===== config.mk =====
export PLATFORM = sky130hd
export DESIGN_NAME = mem_arbiter
export DESIGN_NICKNAME = d
export VERILOG_FILES = /design/src/rtl/mem_arbiter.sv
export SDC_FILE = /design/constraint.sdc
export NUM_CORES = 1
export LEC_CHECK = 0
export CORE_MARGIN = 5
export CORE_UTILIZATION = 40
export DETAILED_ROUTE_END_ITERATION = 12
export PLACE_DENSITY = 0.79
export SYNTH_ARGS = -nofsm -noshare
export SYNTH_HDL_FRONTEND = slang
export SYNTH_SLANG_ARGS = --single-unit

===== constraint.sdc =====
create_clock -name clk -period 6 [get_ports clk]
set_input_delay 0.9 -clock clk [delete_from_list [all_inputs] [get_ports clk]]
set_output_delay 0.9 -clock clk [all_outputs]
set_load 0.05 [all_outputs]

===== src/rtl/mem_arbiter.sv =====
// =============================================================================
// Module      : mem_arbiter
// Description : Round-robin arbiter and sequencer sharing one data-RAM port
//               between instruction fetch (port 0, read-only) and the
//               load/store unit (port 1, read/write). Each transaction runs
//               IDLE -> ACCESS -> RESP with valid/ready handshakes on both
//               the request and response sides.
// Revision    : 1.0 - initial release
// =============================================================================
`default_nettype none

module mem_arbiter #(
  parameter int ADDRESS_LENGTH = 32
) (
  input  logic                      clk,
  input  logic                      rst,

  // Port 0: instruction fetch (read-only)
  input  logic                      req0_valid,
  input  logic [ADDRESS_LENGTH-1:0] req0_addr,
  output logic                      req0_ready,
  output logic                      rsp0_valid,
  input  logic                      rsp0_ready,
  output logic [ADDRESS_LENGTH-1:0] rsp0_data,

  // Port 1: load/store unit
  input  logic                      req1_valid,
  input  logic                      req1_we,
  input  logic [1:0]                req1_size,
  input  logic [ADDRESS_LENGTH-1:0] req1_addr,
  input  logic [ADDRESS_LENGTH-1:0] req1_wdata,
  output logic                      req1_ready,
  output logic                      rsp1_valid,
  input  logic                      rsp1_ready,
  output logic [ADDRESS_LENGTH-1:0] rsp1_data,

  // Data RAM port
  output logic [ADDRESS_LENGTH-1:0] mem_a,
  output logic [ADDRESS_LENGTH-1:0] mem_wd,
  output logic                      mem_sb,
  output logic                      mem_sh,
  output logic                      mem_sw,
  input  logic [ADDRESS_LENGTH-1:0] mem_rd
);

  typedef enum logic [1:0] {
    ST_IDLE   = 2'd0,
    ST_ACCESS = 2'd1,
    ST_RESP   = 2'd2
  } state_t;

  state_t                    state_q;
  logic                      last_q;     // last granted port; 1 after reset so port 0 wins first tie
  logic                      port_q;     // port owning the in-flight transaction
  logic                      we_q;       // in-flight transaction is a port 1 store
  logic [ADDRESS_LENGTH-1:0] mem_a_q;
  logic [ADDRESS_LENGTH-1:0] mem_wd_q;
  logic                      sb_q;
  logic                      sh_q;
  logic                      sw_q;
  logic                      rsp0_valid_q;
  logic                      rsp1_valid_q;
  logic [ADDRESS_LENGTH-1:0] rsp0_data_q;
  logic [ADDRESS_LENGTH-1:0] rsp1_data_q;

  logic                      grant_d;    // port that would be granted this cycle
  logic                      idle;
  logic                      accept;
  logic                      store_d;
  logic                      sb_d;
  logic                      sh_d;
  logic                      sw_d;

  // Round-robin pick: a lone requester wins, a tie goes to the port not granted last.
  always_comb begin
    grant_d = 1'b0;
    if (req0_valid && req1_valid) begin
      grant_d = ~last_q;
    end else if (req1_valid) begin
      grant_d = 1'b1;
    end
  end

  assign idle       = (state_q == ST_IDLE);
  assign req0_ready = idle && !grant_d && req0_valid && !rst;
  assign req1_ready = idle &&  grant_d && req1_valid && !rst;
  assign accept     = req0_ready || req1_ready;

  // Strobe selection for a store being accepted; size 1x means a full word.
  assign store_d = grant_d && req1_we;
  assign sb_d    = store_d && (req1_size == 2'b00);
  assign sh_d    = store_d && (req1_size == 2'b01);
  assign sw_d    = store_d && req1_size[1];

  // Transaction sequencer: latches the request, drives the RAM for one cycle,
  // then holds the response until the owning port consumes it.
  always_ff @(posedge clk or posedge rst) begin
    if (rst) begin
      state_q      <= ST_IDLE;
      last_q       <= 1'b1;
      port_q       <= 1'b0;
      we_q         <= 1'b0;
      mem_a_q      <= '0;
      mem_wd_q     <= '0;
      sb_q         <= 1'b0;
      sh_q         <= 1'b0;
      sw_q         <= 1'b0;
      rsp0_valid_q <= 1'b0;
      rsp1_valid_q <= 1'b0;
      rsp0_data_q  <= '0;
      rsp1_data_q  <= '0;
    end else begin
      case (state_q)
        ST_IDLE: begin
          if (accept) begin
            mem_a_q  <= grant_d ? req1_addr : req0_addr;
            mem_wd_q <= store_d ? req1_wdata : '0;
            we_q     <= store_d;
            port_q   <= grant_d;
            last_q   <= grant_d;
            sb_q     <= sb_d;
            sh_q     <= sh_d;
            sw_q     <= sw_d;
            state_q  <= ST_ACCESS;
          end
        end

        ST_ACCESS: begin
          // The RAM commits any store on this edge; strobes are single-cycle.
          sb_q <= 1'b0;
          sh_q <= 1'b0;
          sw_q <= 1'b0;
          if (!port_q) begin
            rsp0_data_q  <= mem_rd;
            rsp0_valid_q <= 1'b1;
          end else begin
            rsp1_data_q  <= we_q ? '0 : mem_rd;
            rsp1_valid_q <= 1'b1;
          end
          state_q <= ST_RESP;
        end

        ST_RESP: begin
          if (!port_q) begin
            if (rsp0_ready) begin
              rsp0_valid_q <= 1'b0;
              state_q      <= ST_IDLE;
            end
          end else begin
            if (rsp1_ready) begin
              rsp1_valid_q <= 1'b0;
              state_q      <= ST_IDLE;
            end
          end
        end

        default: begin
          state_q <= ST_IDLE;
        end
      endcase
    end
  end

  assign mem_a      = mem_a_q;
  assign mem_wd     = mem_wd_q;
  assign mem_sb     = sb_q;
  assign mem_sh     = sh_q;
  assign mem_sw     = sw_q;
  assign rsp0_valid = rsp0_valid_q;
  assign rsp1_valid = rsp1_valid_q;
  assign rsp0_data  = rsp0_data_q;
  assign rsp1_data  = rsp1_data_q;

endmodule

`default_nettype wire


==> results of run 1 <==
## cells by family after synthesis
kind of cell           Yosys count  synth area share
flip-flops                     138             0.595
multiplexers                    96             0.204
AO/OA/AOI/OAI                   80            0.0974
buffers and inverters           31            0.0340
AND/OR/NAND/NOR                 77            0.0694
## routing by layer
| layer | wire [um] | share of wire | vias up |
|---|---|---|---|
| met1 | 5850 | 0.38 | 2077 |
| met3 | 1300 | 0.085 | 19 |
| met5 | 0 | 0 | - |
| met4 | 252 | 0.016 | 0 |
| met2 | 7940 | 0.52 | 158 |
| li1 | - | - | 2011 |
## layout make-up
cell class                      count  area, sq um
Fill cell                        1064         5170
Sequential cell                   138         3450
Timing Repair Buffer              275         2740
Multi-Input combinational cell    253         2160
Clock buffer                       25          495
Tap cell                          184          230
Clock inverter                      7         90.1
Inverter                            4         22.5
## critical path, delay by kind of cell
family | cells | cell delay [ps]
buffers and inverters | 3 | 1730
AND/OR/NAND/NOR | 1 | 240
AO/OA/AOI/OAI | 1 | 180
## power groups by stage
stage                     Clock, W  Combinational (W)  Sequential, W
after global placement           0            0.00311        0.00162
after global routing       0.00108            0.00325        0.00169
after floorplan                  0           0.000705        0.00297
final                      0.00102            0.00312        0.00163
after CTS                  0.00104            0.00315        0.00164
after detailed placement         0            0.00314        0.00164
## state kept, by name, summed over array words and instances, names as in the netlist, 2 cells and up
register / cells
rsp0_data: 32
mem_wd: 32
rsp1_data: 32
state_q: 2
mem_a: 32
## per-stage QoR
step                power (W)  worst slack, ps  utilization  cells
global route          0.00602             1930        0.640    886
detailed placement    0.00478             2020        0.599    854
global placement      0.00473             2090        0.599    854
finish                0.00576             2040        0.640    886
floorplan             0.00368             1410            -    422
CTS                   0.00582             2000        0.640    886
## path summary, 6_finish.rpt
check / cells after the start / endpoint / slack, ps
max in group asynchronous: 3 / mem_wd[3] / 3730
min in group asynchronous: 2 / mem_a[4] / 1140
hold reg to reg: 2 / rsp1_data[14] / 480
setup / recovery: 5 / req1_ready / 2040
hold / removal: 2 / rsp1_data[14] / 480
setup reg to reg: 4 / mem_sh / 3670
## placed cells by master, fill, tap and decap left out, types with 2 or more instances in the layout
cell and instances:
clkdlybuf4s50_1 271, buf_4 4, inv_1 2, mux2_2 37, nand2_1 35, nor2_1 2
dfrtp_1 137, clkbuf_16 17, a21oi_1 4, bufinv_16 2, clkinvlp_4 2, mux2_1 31
a22o_1 34, o21ai_0 33, clkbuf_8 4, clkinv_2 3, mux2_4 28, clkbuf_1 4
a21o_1 3, nand2b_1 34
==> impl_results.md, run 1 <==
- DR vias/cell: 4.81
- Crit path max fanout: 35
- Cells after synthesis: 422
- CTS tree: built
- Switch share: 0.449
- RSZ-0062 raised after global routing: false
- Crit end category: output port
- CTS sink cnt: 138
- Max frequency: 0.252 GHz
- Ys flop type: dfrtp_1
- Fin Setup TNS: 0 ps
- Yosys warning count: 0
- Max clock buf depth: 2
- CP Launch Type: primary input
- Port bufs: 271
- Grt met1 use: 0.210
- Post-DR wirelength/cell: 17.3 um
- Clock-pin slew of the registers on the worst-case setup and hold paths: 50 ps
- P_int: 0.00317 W
- Reg2reg start: last_q
- Critical path class: in -> out
- CP arrival: 3060 ps
- Comb pwr share: 0.541
- Crit path time final: 3960 ps
- Slew Limit Headroom: 0.155
- Clock power frac: 0.177
- Synth cell types: 30
- Final HPWL DP: 11.5 mm
- Synth area leaders: dfrtp_1 (59%), mux2_4 (7.2%), mux2_2 (7.2%)
- P&R area growth vs syn: 58.3%
- Initial core utilization: 0.404
- Met3 Use GR: 0.0671
- CTS resizes: 0
- Crit-path cells: clkdlybuf4s50_1 > a21boi_4 > buf_4 > and2_1 > clkdlybuf4s50_1
- Crit. Startpoint: req1_valid
- Fin. Hold Viols: 0
- CTS buffer count: 17
- Clock Tree Root: clkbuf_16
- Router iterations before antenna repair: 6
- Die Ht: 130 um
- Status: finished clean
- Placed Area: 8610 sq um
- Post-synth ARST share: 1.00
- Net Sw Power: 0.00259 W
- Die Wd: 130 um
- Post-Route WL: 15.3 mm
- Synth area leader: dfrtp_1
- Hold buffer count at cts: 0
- Final Skew: 6.47 ps
- Worst-Skew Late Latency: 400 ps
- Largest net degree at the start of global routing: 88
- Worst path most repeated cell: clkdlybuf4s50_1
- Met2 Track Usage GR: 0.306
- Register area share after synthesis: 0.595
- Synth Net Count: 559
- Most frequent cells after synthesis: dfrtp_1 (137), mux2_2 (37), nand2_1 (35), a22o_1 (34), nand2b_1 (34)
- Hold Slack: 480 ps
- Count leader, synth: dfrtp_1
- FP Rows: 44
- Post-route cell area: 9200 sq um
- Via Count: 4265
- Total Routing Usage GR: 0.179
- # diodes: 0
- GR Overflow Total: 0
- Core ar.: 14400 sq um
- Max incr delay on CP: 830 ps
- # IOs: 272
- Initial antenna violation count: 0
- Mean area per synthesized cell: 13.8 sq um
- DR iter-0 viols: 251
- Synthesized area: 5810 sq um
- GR peak layer: met2
- Hold Crit Class: reg -> reg
- Final setup violating endpoints: 0
- Hold Crit Start: rsp1_data[14]
- Routed Antenna Nets: 0
- Postcts setup bufs: 0
- Max Slew Vio Count: 0
- Synth Register Bits: 138
- Pleak: 3.97 nW
- Crit share post-route: 0.661
- Nets: 826
- Max H-tree Level: 4
- Crit path max-delay cell type: clkdlybuf4s50_1
- Cell Pwr Density: 627 nW/um^2
- Gp weighted congestion: 0.760
- EDFF count, synth: 0
- CP required: 5100 ps
- Least-Margin Pin Slew: 1270 ps
- Seq pwr share: 0.283
- Post-synth top area share: 0.590
- Global-route wire length before repair: 23.7 mm
- Vias in the first global route: 4630
- Max-cap violations: 0
- Share of layout cells above drive strength 1: 0.150
- DRC: 0
- Max IR drop VDD: 0.373 mV
- Die area: 17000 sq um
No activity file was read; power rests on OpenSTA's default activity.
==> run 2: changes to the inputs <==
==> constraint.sdc (replaced) <==
create_clock -name clk -period 3.7 [get_ports clk]
set_input_delay 0.555 -clock clk [delete_from_list [all_inputs] [get_ports clk]]
set_output_delay 0.555 -clock clk [all_outputs]
set_load 0.05 [all_outputs]
==> run 2 against run 1 <==
Effect of this change: worst hold slack improved by 0.62 ps; cell count increased by 0.11%; non-clock buffer count increased by 1; count of clock-buffer cells in the layout decreased by 4; critical path depth unchanged; cell area increased by 0.49%.
==> impl_results.md, run 2 (same netlist as run 1, synthesis figures left out) <==
- Clock-pin slew of the registers on the worst-case setup and hold paths: 50 ps (about the same)
- Worst-Skew Late Latency: 410 ps (about the same)
- Crit path time final: 2850 ps
- Fillers: 1074 (+0.94%)
- # diodes: 0 (unchanged)
- CTS buffer count: 17 (unchanged)
- Initial antenna violation count: 0 (unchanged)
- Crit share post-route: 0.770
- # IOs: 272 (unchanged)
- CTS tree: built
- Final Power: 0.00944 W (+64%)
- Cell Pwr Density: 1020 nW/um^2 (+63%)
- Crit end category: output port
- Gp weighted congestion: 0.760 (about the same)
- Core ar.: 14400 sq um (unchanged)
- GR Overflow Total: 0 (unchanged)
- Port bufs: 271 (unchanged)
- Via Count: 4307 (+0.98%)
- CTS resizes: 0 (unchanged)
- Slew Limit Headroom: 0.345 (+0.190)
- Status: finished clean
- Max IR drop VDD: 0.472 mV (+27%)
- Clock Tree Root: clkbuf_16
- CP Launch Type: primary input
- Largest net degree at the start of global routing: 139 (+58%)
- DR iter-0 viols: 213 (-15%)
- Area occupied by multi-input gates: 2160 sq um (unchanged)
- Max clock buf depth: 2 (unchanged)
- Die Ht: 130 um (unchanged)
- Net Sw Power: 0.00425 W (+64%)
- Pleak: 3.99 nW (+0.38%)
- Final setup violating endpoints: 0 (unchanged)
- Post-Route WL: 15.8 mm (+2.7%)
- Max frequency: 0.351 GHz
- Nets: 827 (+0.12%)
- RSZ-0062 raised after global routing: false
- Final Skew: 11.6 ps (+5.14 ps)
- Die area: 17000 sq um (unchanged)
- Switch share: 0.450 (about the same)
- Hold Crit Class: reg -> reg
- Crit path max fanout: 4 (-89%)
- Most frequent cells in the layout: clkdlybuf4s50_1 (270), dfrtp_1 (137), mux2_2 (37)
- Hold buffer count at cts: 0 (unchanged)
- Postcts setup bufs: 0 (unchanged)
- Routed Antenna Nets: 0 (unchanged)
- Clock power frac: 0.184 (+0.007)
- Least-Margin Pin Slew: 980 ps (-287 ps)
- Router iterations before antenna repair: 4 (-2)
- Total Routing Usage GR: 0.185 (+0.00559)
- Fin Setup TNS: 0 ps (unchanged)
- Critical path class: in -> out
- Fin. Hold Viols: 0 (unchanged)
- CP arrival: 2290 ps (-770 ps)
- Max H-tree Level: 4 (unchanged)
- DR vias/cell: 4.86 (+0.87%)
- Max-cap violations: 0 (unchanged)
- DRC: 0 (unchanged)
- CP required: 3140 ps (-1960 ps)
- Reg area: 3450 sq um (unchanged)
- Global-route wire length before repair: 24.2 mm (+1.7%)
- Seq pwr share: 0.280 (-0.003)
- Initial core utilization: 0.404 (unchanged)
- Max Slew Vio Count: 0 (unchanged)
- Final HPWL DP: 11.4 mm (-0.78%)
- CTS sink cnt: 138 (unchanged)
- Placed insts: 855 (+0.12%)
- P&R area growth vs syn: 59.1%
- Commonest non-fill, non-tap cell in the layout: clkdlybuf4s50_1
- Post-route insts no fill: 887 (+0.11%)
- Die Wd: 130 um (unchanged)
- Hold Slack: 480 ps (+0.621 ps)
- Share of layout cells above drive strength 1: 0.156 (+0.00690)
- Post-DR wirelength/cell: 17.8 um (+2.6%)
- P_int: 0.00520 W (+64%)
- Vias in the first global route: 4543 (-1.9%)
- Comb pwr share: 0.536 (-0.005)
- FP Rows: 44 (unchanged)
==> run 2: cell count changes in the layout (fill, tap and decap cells not counted) <==
cell,before,now
bufinv_16,2,3
clkbuf_8,4,3
clkbuf_1,4,1
inv_6,1,0
clkdlybuf4s50_1,271,270
clkinv_4,0,1
buf_12,0,1
clkinvlp_4,2,5
buf_4,4,5
==> run 2: worst paths after layout <==
| path | from | endpoint | slack, ps | depth (start not counted) |
|---|---|---|---|---|
| min in group asynchronous | rst | mem_wd[26] | 840 | 3 |
| max reg2reg | state_q[0] | mem_a[11] | 1600 | 5 |
| max | rst | req0_ready | 850 | 5 |
| max in group asynchronous | rst | rsp1_data[14] | 2320 | 3 |
| min reg2reg | rsp1_data[11] | rsp1_data[11] | 480 | 2 |
| min | rsp1_data[11] | rsp1_data[11] | 480 | 2 |
==> run 2: cell type report <==
type / count / area share
Inverter: 4 / 0.00230
Multi-Input combinational cell: 253 / 0.234
Sequential cell: 138 / 0.374
Timing Repair Buffer: 276 / 0.299
Clock inverter: 11 / 0.0156
Clock buffer: 21 / 0.0509
Tap cell: 184 / 0.0249
==> run 2: stage by stage <==
step,cell area [sq um],utilization,setup WS (ps)
global placement,8630,0.600,908
floorplan,5810,-,1420
finish,9240,0.643,852
CTS,9240,0.643,841
detailed placement,8630,0.600,857
global route,9240,0.643,774
==> run 2: worst max-delay path: stages <==
cell	delay (ps)
clkdlybuf4s50_1	520
nor3_4	220
nand2_1	80
nor2_1	100
clkdlybuf4s50_1	810
==> run 2: power by group through the flow <==
stage	Clock (W)	Sequential [W]	Combinational, W
final	0.00174	0.00264	0.00506
after global routing	0.00185	0.00274	0.00527
after CTS	0.00178	0.00265	0.00511
after detailed placement	0	0.00265	0.00510
after global placement	0	0.00263	0.00504
after floorplan	0	0.00482	0.00114
==> run 2: metal layers <==
| metal | share of wire | global-route usage |
|---|---|---|
| met2 | 0.51 | 0.309 |
| met1 | 0.40 | 0.222 |
| met4 | 0.020 | 0.0696 |
| met3 | 0.072 | 0.0626 |
| met5 | 0 | 0 |
==> run 3: changes to the inputs <==
--- a/config.mk
+++ b/config.mk
@@ -6,9 +6,9 @@
 export NUM_CORES = 1
 export LEC_CHECK = 0
 export CORE_MARGIN = 5
-export CORE_UTILIZATION = 40
+export CORE_UTILIZATION = 37
 export DETAILED_ROUTE_END_ITERATION = 12
-export PLACE_DENSITY = 0.79
+export PLACE_DENSITY = 0.77
 export SYNTH_ARGS = -nofsm -noshare
 export SYNTH_HDL_FRONTEND = slang
 export SYNTH_SLANG_ARGS = --single-unit
==> constraint.sdc (replaced) <==
create_clock -name clk -period 2.4 [get_ports clk]
set_input_delay 0.36 -clock clk [delete_from_list [all_inputs] [get_ports clk]]
set_output_delay 0.36 -clock clk [all_outputs]
set_load 0.05 [all_outputs]
==> run 3 against run 2 <==
Effect of this change: worst hold slack got worse by 6.4 ps; core utilization shrank 3.1 points; first-iteration DRC count down 38%; register-to-register slack worse by 920 ps; sequential power increased by 54%; clock power is 54% higher; via count is 1.2% higher; sequential cell count did not move; clock skew shrank 1.1 ps; routed wire length rose by 2.2%.
==> impl_results.md, run 3 (same netlist as run 1, synthesis figures left out) <==
- Final core utilization: 0.612 (-0.0311)
- DR iter-0 viols: 132 (-38%)
- Clock Tree Root: clkbuf_16
- Crit path max-delay cell type: clkdlybuf4s50_1
- Slew Limit Headroom: 0.413 (+0.0675)
- Fin. Hold Viols: 0 (unchanged)
- Area occupied by multi-input gates: 2160 sq um (unchanged)
- Cell Pwr Density: 1560 nW/um^2 (+52%)
- CP Launch Type: primary input
- Reg area: 3450 sq um (unchanged)
- CTS tree: built
- Share of layout cells above drive strength 1: 0.162 (+0.00596)
- Clock-pin slew of the registers on the worst-case setup and hold paths: 60 ps (about the same)
- Crit path time final: 2080 ps
- Pleak: 4.04 nW (+1.3%)
- Initial core utilization: 0.379 (-0.0250)
- Worst path most repeated cell: buf_12
- Max incr delay on CP: 530 ps (-280 ps)
- Max Slew Vio Count: 0 (unchanged)
- Total Routing Usage GR: 0.177 (-0.00820)
- Most frequent cells in the layout: clkdlybuf4s50_1 (269), dfrtp_1 (137), mux2_2 (37)
- Crit end category: output port
- CP arrival: 1720 ps (-570 ps)
- Core ar.: 15300 sq um (+6.6%)
- Vias in the first global route: 4709 (+3.7%)
- Max IR drop VDD: 0.838 mV (+77%)
- Final setup violating endpoints: 0 (unchanged)
- Commonest non-fill, non-tap cell in the layout: clkdlybuf4s50_1
- Max-cap violations: 0 (unchanged)
- # IOs: 272 (unchanged)
- Routed wl met3: 1.52 mm (+34%)
- Worst-Skew Late Latency: 410 ps (about the same)
- Crit-path cells: clkdlybuf4s50_1 > a21boi_4 > buf_12 > and2_1 > buf_12
- Largest net degree at the start of global routing: 78 (-44%)
- M1 wire length: 6.23 mm (-1.8%)
- CTS sink cnt: 138 (unchanged)
- Die Wd: 135 um (+3.7%)
- Hold buffer count at cts: 0 (unchanged)
- Top delay family on crit path: buffers and inverters
- P&R area growth vs syn: 61.4%
- Gp weighted congestion: 0.804 (+5.8%)
- Crit share post-route: 0.866
- DRC: 0 (unchanged)
- RSZ-0062 raised after global routing: false
- Port bufs: 271 (unchanged)
- Die Ht: 135 um (+3.7%)
- Least-Margin Pin Slew: 881 ps (-98.9 ps)
- Fillers: 1224 (+14%)
- CTS buffer count: 17 (unchanged)
- Max clock buf depth: 2 (unchanged)
- Critical path class: in -> out
- Nets: 832 (+0.60%)
- Routed Antenna Nets: 0 (unchanged)
- Crit path max fanout: 21 (+17)
- CTS resizes: 0 (unchanged)
- Max frequency: 0.481 GHz
- Initial antenna violation count: 0 (unchanged)
- CP bufs+invs: 3 (+1)
- Max H-tree Level: 4 (unchanged)
- FP Rows: 45 (+2.3%)
- Hold Crit Class: reg -> reg
- Fin Setup TNS: 0 ps (unchanged)
- Top Layer Used: met4
- CP required: 2040 ps (-1100 ps)
- # diodes: 0 (unchanged)
- Final Skew: 10.5 ps (-1.07 ps)
- Status: finished clean
- Router iterations before antenna repair: 4 (unchanged)
- DR vias/cell: 4.74 (-2.3%)
- Met2 wire length: 8.06 mm (+1.2%)
- Post-DR wirelength/cell: 17.5 um (-1.3%)
- Final HPWL DP: 11.9 mm (+4.2%)
- GR Overflow Total: 0 (unchanged)
- Post-Route WL: 16.1 mm (+2.2%)
- Global-route wire length before repair: 25.3 mm (+4.7%)
- Die area: 18300 sq um (+7.5%)
- Postcts setup bufs: 0 (unchanged)
- Via Count: 4360 (+1.2%)
run 3: per-layer routing:
metal / track usage / vias to the layer above
met1: 0.208 / 2126
met4: 0.0649 / 0
met2: 0.297 / 180
met5: 0 / -
li1: - / 2033
met3: 0.0650 / 21
run 3: worst paths after layout:
path / from / end / slack [ps] / depth (start not counted)
max in group asynchronous: rst / rsp1_data[23] / 1500 / 3
worst min register to register: rsp1_data[12] / rsp1_data[12] / 470 / 2
worst max-delay path: req1_valid / req1_ready / 320 / 5
worst min-delay path: rsp1_data[12] / rsp1_data[12] / 470 / 2
min in group asynchronous: rst / mem_wd[27] / 520 / 3
worst max register to register: state_q[1] / rsp0_data[20] / 680 / 4
run 3: layout make-up:
cell class / count / area share
tap: 211 / 0.0282
clock buffer: 22 / 0.0506
multi-input combinational: 253 / 0.230
inverter: 4 / 0.00227
clock inverter: 10 / 0.0151
timing repair buffer: 281 / 0.305
sequential: 138 / 0.369
run 3: per-stage QoR:
stage,area (sq um),setup slack (ps),instances,hold WS (ps),total power (W)
after floorplan,5810,320,422,493,0.00919
after global placement,8760,319,887,461,0.0119
after detailed placement,8760,279,887,469,0.0120
after CTS,9370,313,919,482,0.0148
after global routing,9370,267,919,508,0.0152
final,9370,322,919,474,0.0146
run 3: where the power goes:
part / total, W / leakage (nW) / switching (W) / internal [W]
Combinational: 0.00785 / 2.03 / 0.00487 / 0.00298
Clock: 0.00268 / 0.296 / 0.000966 / 0.00172
Sequential: 0.00406 / 1.71 / 0.000691 / 0.00337
Total: 0.0146 / 4.04 / 0.00653 / 0.00807
run 3: worst reg2reg max path, stage by stage (launching register included):
cell and delay (ps):
dfrtp_1 470, nand2b_1 240, nor2_4 100, buf_4 390
mux2_2 410
